**config.mk**
```make
export PLATFORM = sky130hd
export DESIGN_NAME = laser_fire_seq_flat
export DESIGN_NICKNAME = d
export VERILOG_FILES = /design/src/rtl/laser_fire_seq_if.sv /design/src/rtl/laser_fire_seq.sv /design/src/flat_wrapper.sv
export SDC_FILE = /design/constraint.sdc
export NUM_CORES = 1
export LEC_CHECK = 0
export BUFFER_PORTS_ARGS = -buffer_cell sky130_fd_sc_hd__buf_2
export CORE_MARGIN = 5
export CORE_UTILIZATION = 50
export DETAILED_ROUTE_END_ITERATION = 12
export HOLD_SLACK_MARGIN = 0.03
export PLACE_DENSITY = 0.67
export SETUP_SLACK_MARGIN = 0.5
export SYNTH_ARGS = -nofsm -noshare
export SYNTH_HDL_FRONTEND = slang
export SYNTH_SLANG_ARGS = --single-unit
export TNS_END_PERCENT = 30
```
**constraint.sdc**
```tcl
create_clock -name i_clk_100m -period 4.3 [get_ports i_clk_100m]
set_input_delay 0.215 -clock i_clk_100m [delete_from_list [all_inputs] [get_ports i_clk_100m]]
set_output_delay 0.215 -clock i_clk_100m [all_outputs]
set_load 0.1 [all_outputs]
```
**src/rtl/laser_fire_seq_if.sv**
```systemverilog
// laser_fire_seq_if: mask-table config write bus.
// master: drives i_cfg_wr/i_cfg_addr/i_cfg_data; slave: the sequencer.
interface laser_fire_seq_if;
  logic       i_cfg_wr;
  logic [3:0] i_cfg_addr;
  logic [7:0] i_cfg_data;

  modport master (
    output i_cfg_wr,
    output i_cfg_addr,
    output i_cfg_data
  );

  modport slave (
    input i_cfg_wr,
    input i_cfg_addr,
    input i_cfg_data
  );
endinterface

```
**src/rtl/laser_fire_seq.sv**
```systemverilog
// laser_fire_seq: angle-synced laser strobe sequencer with TDC mask table.
// Ports: i_clk_100m, i_rst_n (async, low), i_angle_sync, i_cdctdc_ready,
// i_mode, i_fix_chn, cfg (slave write bus), o_laser_str, o_laser_sync,
// o_tdc1_chnlmask, o_tdc2_chnlmask, o_laser_sernum, o_busy.
// Optional LASER_SYNC_MISS_EN adds o_sync_miss_cnt.
module laser_fire_seq #(
  parameter int LASER_NUM = 8,
  parameter int PULSE_W   = 1,
  parameter int HOLDOFF   = 4
) (
  input  logic                 i_clk_100m,
  input  logic                 i_rst_n,
  input  logic                 i_angle_sync,
  input  logic                 i_cdctdc_ready,
  input  logic [1:0]           i_mode,
  input  logic [3:0]           i_fix_chn,
  laser_fire_seq_if.slave      cfg,
  output logic [LASER_NUM-1:0] o_laser_str,
  output logic                 o_laser_sync,
  output logic [3:0]           o_tdc1_chnlmask,
  output logic [3:0]           o_tdc2_chnlmask,
  output logic [3:0]           o_laser_sernum,
  output logic                 o_busy
`ifdef LASER_SYNC_MISS_EN
  ,
  output logic [15:0]          o_sync_miss_cnt
`endif
);

  localparam logic [1:0] M_ASC = 2'b00;
  localparam logic [1:0] M_DSC = 2'b01;
  localparam logic [1:0] M_FIX = 2'b10;
  localparam logic [1:0] M_ALL = 2'b11;

  localparam logic [3:0] CH_LAST = 4'(LASER_NUM - 1);
  localparam logic [4:0] CH_NUM  = 5'(LASER_NUM);
  localparam logic [7:0] PW_LAST = 8'(PULSE_W - 1);
  localparam logic [7:0] HO_LAST = 8'((HOLDOFF > 0) ? HOLDOFF - 1 : 0);
  localparam bit         HO_SKIP = (HOLDOFF == 0);

  localparam logic [LASER_NUM-1:0] ONE =
    {{(LASER_NUM-1){1'b0}}, 1'b1};

  typedef enum logic [1:0] {
    S_IDLE,
    S_READY,
    S_FIRE,
    S_HOLD
  } state_t;

  function automatic logic [7:0] dflt_mask(input int i);
    case (i)
      0:       dflt_mask = 8'h0C;
      1:       dflt_mask = 8'hF0;
      2:       dflt_mask = 8'hE0;
      3:       dflt_mask = 8'hD0;
      4:       dflt_mask = 8'hC0;
      5:       dflt_mask = 8'h0F;
      6:       dflt_mask = 8'h0E;
      7:       dflt_mask = 8'h0D;
      default: dflt_mask = 8'h0C;
    endcase
  endfunction

  state_t               state;
  logic [7:0]           cnt;
  logic [3:0]           idx;
  logic [7:0]           tbl [16];

  // Firing parameters captured at sync acceptance.
  logic [1:0]           p_mode;
  logic [3:0]           p_chn;
  logic [LASER_NUM-1:0] p_pat;
  logic [7:0]           p_mask;

  logic                 accept;
  logic [3:0]           fix_cl;
  logic [3:0]           sel_chn;
  logic [LASER_NUM-1:0] sel_pat;
  logic [7:0]           sel_mask;

  always_comb begin
    accept   = (state == S_READY) && i_cdctdc_ready
               && i_angle_sync;
    fix_cl   = ({1'b0, i_fix_chn} >= CH_NUM) ? CH_LAST
               : i_fix_chn;
    sel_chn  = (i_mode == M_FIX) ? fix_cl : idx;
    sel_pat  = (i_mode == M_ALL) ? '1 : (ONE << sel_chn);
    sel_mask = (i_mode == M_ALL) ? 8'hFF : tbl[sel_chn];
  end

  always_ff @(posedge i_clk_100m or negedge i_rst_n) begin
    if (!i_rst_n) begin
      state           <= S_IDLE;
      cnt             <= '0;
      idx             <= '0;
      p_mode          <= M_ASC;
      p_chn           <= '0;
      p_pat           <= '0;
      p_mask          <= 8'h0C;
      o_laser_str     <= '0;
      o_laser_sync    <= 1'b0;
      o_busy          <= 1'b0;
      o_laser_sernum  <= '0;
      o_tdc1_chnlmask <= 4'hC;
      o_tdc2_chnlmask <= 4'h0;
    end else begin
      unique case (state)
        S_IDLE: begin
          if (i_cdctdc_ready) state <= S_READY;
        end
        S_READY: begin
          if (!i_cdctdc_ready) begin
            state <= S_IDLE;
          end else if (accept) begin
            state  <= S_FIRE;
            cnt    <= '0;
            p_mode <= i_mode;
            p_chn  <= sel_chn;
            p_pat  <= sel_pat;
            p_mask <= sel_mask;
          end
        end
        S_FIRE: begin
          if (cnt == PW_LAST) begin
            cnt   <= '0;
            state <= HO_SKIP ? S_IDLE : S_HOLD;
            if (p_mode == M_ASC)
              idx <= (idx == CH_LAST) ? 4'd0 : idx + 4'd1;
            else if (p_mode == M_DSC)
              idx <= (idx == 4'd0) ? CH_LAST : idx - 4'd1;
          end else begin
            cnt <= cnt + 8'd1;
          end
        end
        S_HOLD: begin
          if (cnt == HO_LAST) begin
            cnt   <= '0;
            state <= S_IDLE;
          end else begin
            cnt <= cnt + 8'd1;
          end
        end
        default: state <= S_IDLE;
      endcase

      o_laser_str  <= (state == S_FIRE) ? p_pat : '0;
      o_laser_sync <= (state == S_FIRE);
      o_busy       <= (state == S_FIRE) || (state == S_HOLD);

      // First FIRE cycle: result regs update with the strobe edge.
      if (state == S_FIRE && cnt == 8'd0) begin
        o_laser_sernum  <= p_chn;
        o_tdc1_chnlmask <= p_mask[3:0];
        o_tdc2_chnlmask <= p_mask[7:4];
      end
    end
  end

  always_ff @(posedge i_clk_100m or negedge i_rst_n) begin
    if (!i_rst_n) begin
      for (int i = 0; i < 16; i++) tbl[i] <= dflt_mask(i);
    end else if (cfg.i_cfg_wr && ({1'b0, cfg.i_cfg_addr} < CH_NUM)) begin
      tbl[cfg.i_cfg_addr] <= cfg.i_cfg_data;
    end
  end

`ifdef LASER_SYNC_MISS_EN
  always_ff @(posedge i_clk_100m or negedge i_rst_n) begin
    if (!i_rst_n)
      o_sync_miss_cnt <= '0;
    else if (i_angle_sync && !accept && o_sync_miss_cnt != 16'hFFFF)
      o_sync_miss_cnt <= o_sync_miss_cnt + 16'd1;
  end
`endif

endmodule

```
**src/flat_wrapper.sv**
```systemverilog
// flat-port wrapper written by rule: the top's interface ports become plain ports
module laser_fire_seq_flat 
#(
  parameter int LASER_NUM = 8,
  parameter int PULSE_W   = 1,
  parameter int HOLDOFF   = 4
)
  (i_clk_100m, i_rst_n, i_angle_sync, i_cdctdc_ready, i_mode, i_fix_chn, o_laser_str, o_laser_sync, o_tdc1_chnlmask, o_tdc2_chnlmask, o_laser_sernum, o_busy, cfg_i_cfg_wr, cfg_i_cfg_addr, cfg_i_cfg_data);
  laser_fire_seq_if cfg_i ();
  input  logic i_clk_100m;
  input  logic i_rst_n;
  input  logic i_angle_sync;
  input  logic i_cdctdc_ready;
  input  logic [1:0] i_mode;
  input  logic [3:0] i_fix_chn;
  output logic [LASER_NUM-1:0] o_laser_str;
  output logic o_laser_sync;
  output logic [3:0] o_tdc1_chnlmask;
  output logic [3:0] o_tdc2_chnlmask;
  output logic [3:0] o_laser_sernum;
  output logic o_busy;
  input wire logic [$bits(cfg_i.i_cfg_wr)-1:0] cfg_i_cfg_wr;
  input wire logic [$bits(cfg_i.i_cfg_addr)-1:0] cfg_i_cfg_addr;
  input wire logic [$bits(cfg_i.i_cfg_data)-1:0] cfg_i_cfg_data;
  assign cfg_i.i_cfg_wr = cfg_i_cfg_wr;
  assign cfg_i.i_cfg_addr = cfg_i_cfg_addr;
  assign cfg_i.i_cfg_data = cfg_i_cfg_data;
  laser_fire_seq #(.LASER_NUM(LASER_NUM), .PULSE_W(PULSE_W), .HOLDOFF(HOLDOFF)) u_core (.i_clk_100m(i_clk_100m), .i_rst_n(i_rst_n), .i_angle_sync(i_angle_sync), .i_cdctdc_ready(i_cdctdc_ready), .i_mode(i_mode), .i_fix_chn(i_fix_chn), .cfg(cfg_i), .o_laser_str(o_laser_str), .o_laser_sync(o_laser_sync), .o_tdc1_chnlmask(o_tdc1_chnlmask), .o_tdc2_chnlmask(o_tdc2_chnlmask), .o_laser_sernum(o_laser_sernum), .o_busy(o_busy));
endmodule
```
==> flow_summary.json <==
{
  "outcome": "completed",
  "final_common_cell": "dfrtp_1",
  "core_um2": 15710,
  "num_rows": 46,
  "cts.sinks": 186,
  "drv_cap": 0,
  "fp.dieH_um": 135.7,
  "async_flop_share_pct": 100.0,
  "ys_seq_area_share_pct": 59.59,
  "irDropWorstVdd_v": 0.0004876,
  "cts_htree_levels": 4,
  "wl_mm": 15.84,
  "finalCriticalPeriod_ps": 2511,
  "period_share_pct": 58.40,
  "r2r_cells": 5,
  "diodes": 0,
  "critPathMaxStageDelay_ps": 660,
  "critPathKind": "reg2reg",
  "synth_xor_area_share_pct": 0.3325,
  "avgSynthCellArea_um2": 11.18,
  "max_slew_margin_pct": 28.75,
  "cts_resized": 0,
  "syn-num-nets": 734,
  "synthFlopType": "dfrtp_1",
  "die_w_um": 135.7,
  "ys_types": 48,
  "cts_tree": "built",
  "grt_pass1_vias": 5212,
  "synth_compound_area_share_pct": 7.647,
  "powerDensity_nw_per_um2": 700.0,
  "max_freq_ghz": 0.3982,
  "yosysTopAreaCell": "dfrtp_1",
  "firstDrtPassIters": 5,
  "wl_per_cell_um": 17.30,
  "critPathBufInv": 0,
  "hold-path-cell-count": 3,
  "hp-start": "i_mode[1]",
  "routabilityCongestion": 0.7928,
  "synth_warnings": 0,
  "setup_viol": 0,
  "timing.reg2reg.setup_slack_ps": 1790,
  "grt_overflow": 0,
  "rsz0062_at_grt": "false",
  "vias_per_cell": 5.479,
  "die-area_um2": 18420,
  "cp.required_ps": 4630,
  "ys_ff_latch": 186,
  "dp_hpwl_mm": 10.64,
  "cp_cell_sequence": "nor2b_1 -> nand3_1 -> nor2_1 -> nand2_1 -> a22o_1",
  "cts-root-buf": "clkbuf_16",
  "cts_buffer_depth": 2,
  "crit_arrival_ps": 2840,
  "clk_latency_ps": 440,
  "cp-start-kind": "register",
  "drt_iter0_drc": 349,
  "num-fill-cells": 1334,
  "yosysTopAreaCellShare_pct": 44.97,
  "synth-simple-area-share_pct": 13.16,
  "hold_end": "u_core.p_mode[1]",
  "cp-end-kind": "register",
  "grt_max_degree": 121,
  "r2r-end": "u_core.idx[3]",
  "worstPathMaxFanout": 14,
  "clkTransAtPathRegs_ps": 70,
  "synthAdderAreaFrac_pct": 0.6333,
  "portBuffers": 44,
  "fin_nets": 714,
  "synth_cells": 707,
  "area_growth_pct": 9.721,
  "final_util_pct": 55.18,
  "grt_pass1_wl_mm": 26.72,
  "multi_input_area_um2": 2810,
  "min_path_type": "in2reg",
  "yosys-mux-area-fraction_pct": 13.55,
  "yosys-top-cells-area": "dfrtp_1 (45%), dfstp_2 (15%), mux2_2 (11%)",
  "tns_ps": 0,
  "drive_gt1_share_pct": 30.14,
  "final_cell_mix": "dfrtp_1 (142), nand2_1 (117), mux2_2 (77)",
  "synth_top_family_by_area": "multiplexers",
  "ios": 45,
  "final_max_slew_viol_count": 0,
  "synth_edf_count": 0,
  "cp_top_family": "simple AND/OR/NAND/NOR gates",
  "grtUsageTotal_pct": 18.63,
  "tightest_slew_ps": 1069,
  "cts_buffers": 17,
  "fin_skew_ps": 17.51,
  "hold_violations": 0,
  "num_vias": 5019,
  "drtAntennaViolNets": 0,
  "regArea_um2": 4710,
  "drc": 0,
  "cp_slowest_cell": "nand3_1",
  "p_leak_nw": 3.770,
  "initial_core_util_pct": 50.29,
  "syn_area_um2": 7903,
  "grt_antenna_before_repair": 0
}
[state kept, by name (all words and copies together) (netlist names), 2 cells and up, named ones only]
register,cells
u_core.cnt,8
u_core.idx,4
u_core.o_laser_sernum,4
u_core.o_laser_str,8
u_core.o_tdc1_chnlmask,4
u_core.o_tdc2_chnlmask,4
u_core.p_chn,4
u_core.p_mask,8
u_core.p_mode,2
u_core.p_pat,8
u_core.tbl,128
[synth_stat cells (2+ instances only)]
| cell | n |
|---|---|
| and2_1 | 9 |
| or4bb_1 | 2 |
| nand3b_1 | 3 |
| ha_1 | 4 |
| clkbuf_1 | 76 |
| buf_1 | 2 |
| nor2_1 | 30 |
| nand2b_1 | 6 |
| mux2i_1 | 19 |
| inv_1 | 7 |
| and3_1 | 4 |
| nor3_1 | 5 |
| dfstp_2 | 44 |
| o22a_1 | 3 |
| o21ai_0 | 21 |
| or2_2 | 2 |
| o211ai_1 | 6 |
| dfrtp_1 | 142 |
| buf_6 | 2 |
| xor2_1 | 3 |
| buf_2 | 12 |
| a31oi_1 | 16 |
| nor2b_1 | 3 |
| nand4_1 | 2 |
| o22ai_1 | 5 |
| mux2_2 | 77 |
| nand2_1 | 117 |
| nor3b_2 | 2 |
| a32oi_1 | 11 |
| a311oi_1 | 5 |
| a21oi_1 | 16 |
| nand3_1 | 35 |
[per-layer routing]
layer | global-route usage (%) | routed length, µm | share of wire [%]
met4 | 6.327 | 220 | 1.4
met2 | 29.70 | 7690 | 49
met5 | 0 | 0 | 0
met3 | 5.052 | 752 | 4.7
met1 | 24.84 | 7181 | 45
[what timing repair did]
item	4_1_cts	5_1_grt
hold buffers	1	0
setup buffers	0	0
hold endpoints to repair	93	0
[worst register-to-register path, cell delays in order (launching register included)]
cell,delay (ps)
dfrtp_1,460
nor2b_1,450
nand3_1,660
nor2_1,540
nand2_1,90
a22o_1,190
[layout make-up]
class,count,share of cell area (%)
tap,216,3.117
inverter,7,0.3030
clock inverter,9,1.039
multi-input combinational,422,32.41
timing repair buffer,53,3.420
clock buffer,23,5.397
sequential,186,54.31
[power breakdown]
group          switching, W  internal (W)  leakage (nW)
clock network      0.000651      0.000830         0.256
logic               0.00155      0.000624          1.23
registers          0.000237       0.00218          2.28
total               0.00244       0.00363          3.77
[kinds of logic (layout without fill, tap and decap cells)]
kind of cell / Yosys count / after routing
adders and majority gates: 4 / 4
AOI/OAI and AO/OA: 92 / 92
muxes: 97 / 97
buffers and inverters: 99 / 92
and+or+nand+nor: 226 / 226
DFF: 186 / 186
xor gates and xnor gates: 3 / 3
[worst max path at each step]
stage,to,slack [ps],cells past startpoint
floorplan,u_core.p_mask[6],2540,6
global placement,u_core.p_mask[6],1820,7
detailed placement,u_core.p_mask[6],1700,7
CTS,u_core.idx[3],1690,5
global route,u_core.idx[3],1440,5
finish,u_core.idx[3],1790,5
[metrics by stage]
stage	cells	cell area [µm²]	power, W	hold slack (ps)	setup WS (ps)
after floorplan	707	7903	0.004117	-80.59	2545
after global placement	883	8103	0.004566	357.6	1821
after global routing	916	8671	0.006399	71.50	1435
after detailed placement	883	8103	0.004628	357.9	1702
after CTS	916	8671	0.006119	55.11	1688
final	916	8671	0.006070	65.12	1789
No activity file was read; power rests on OpenSTA's default activity.
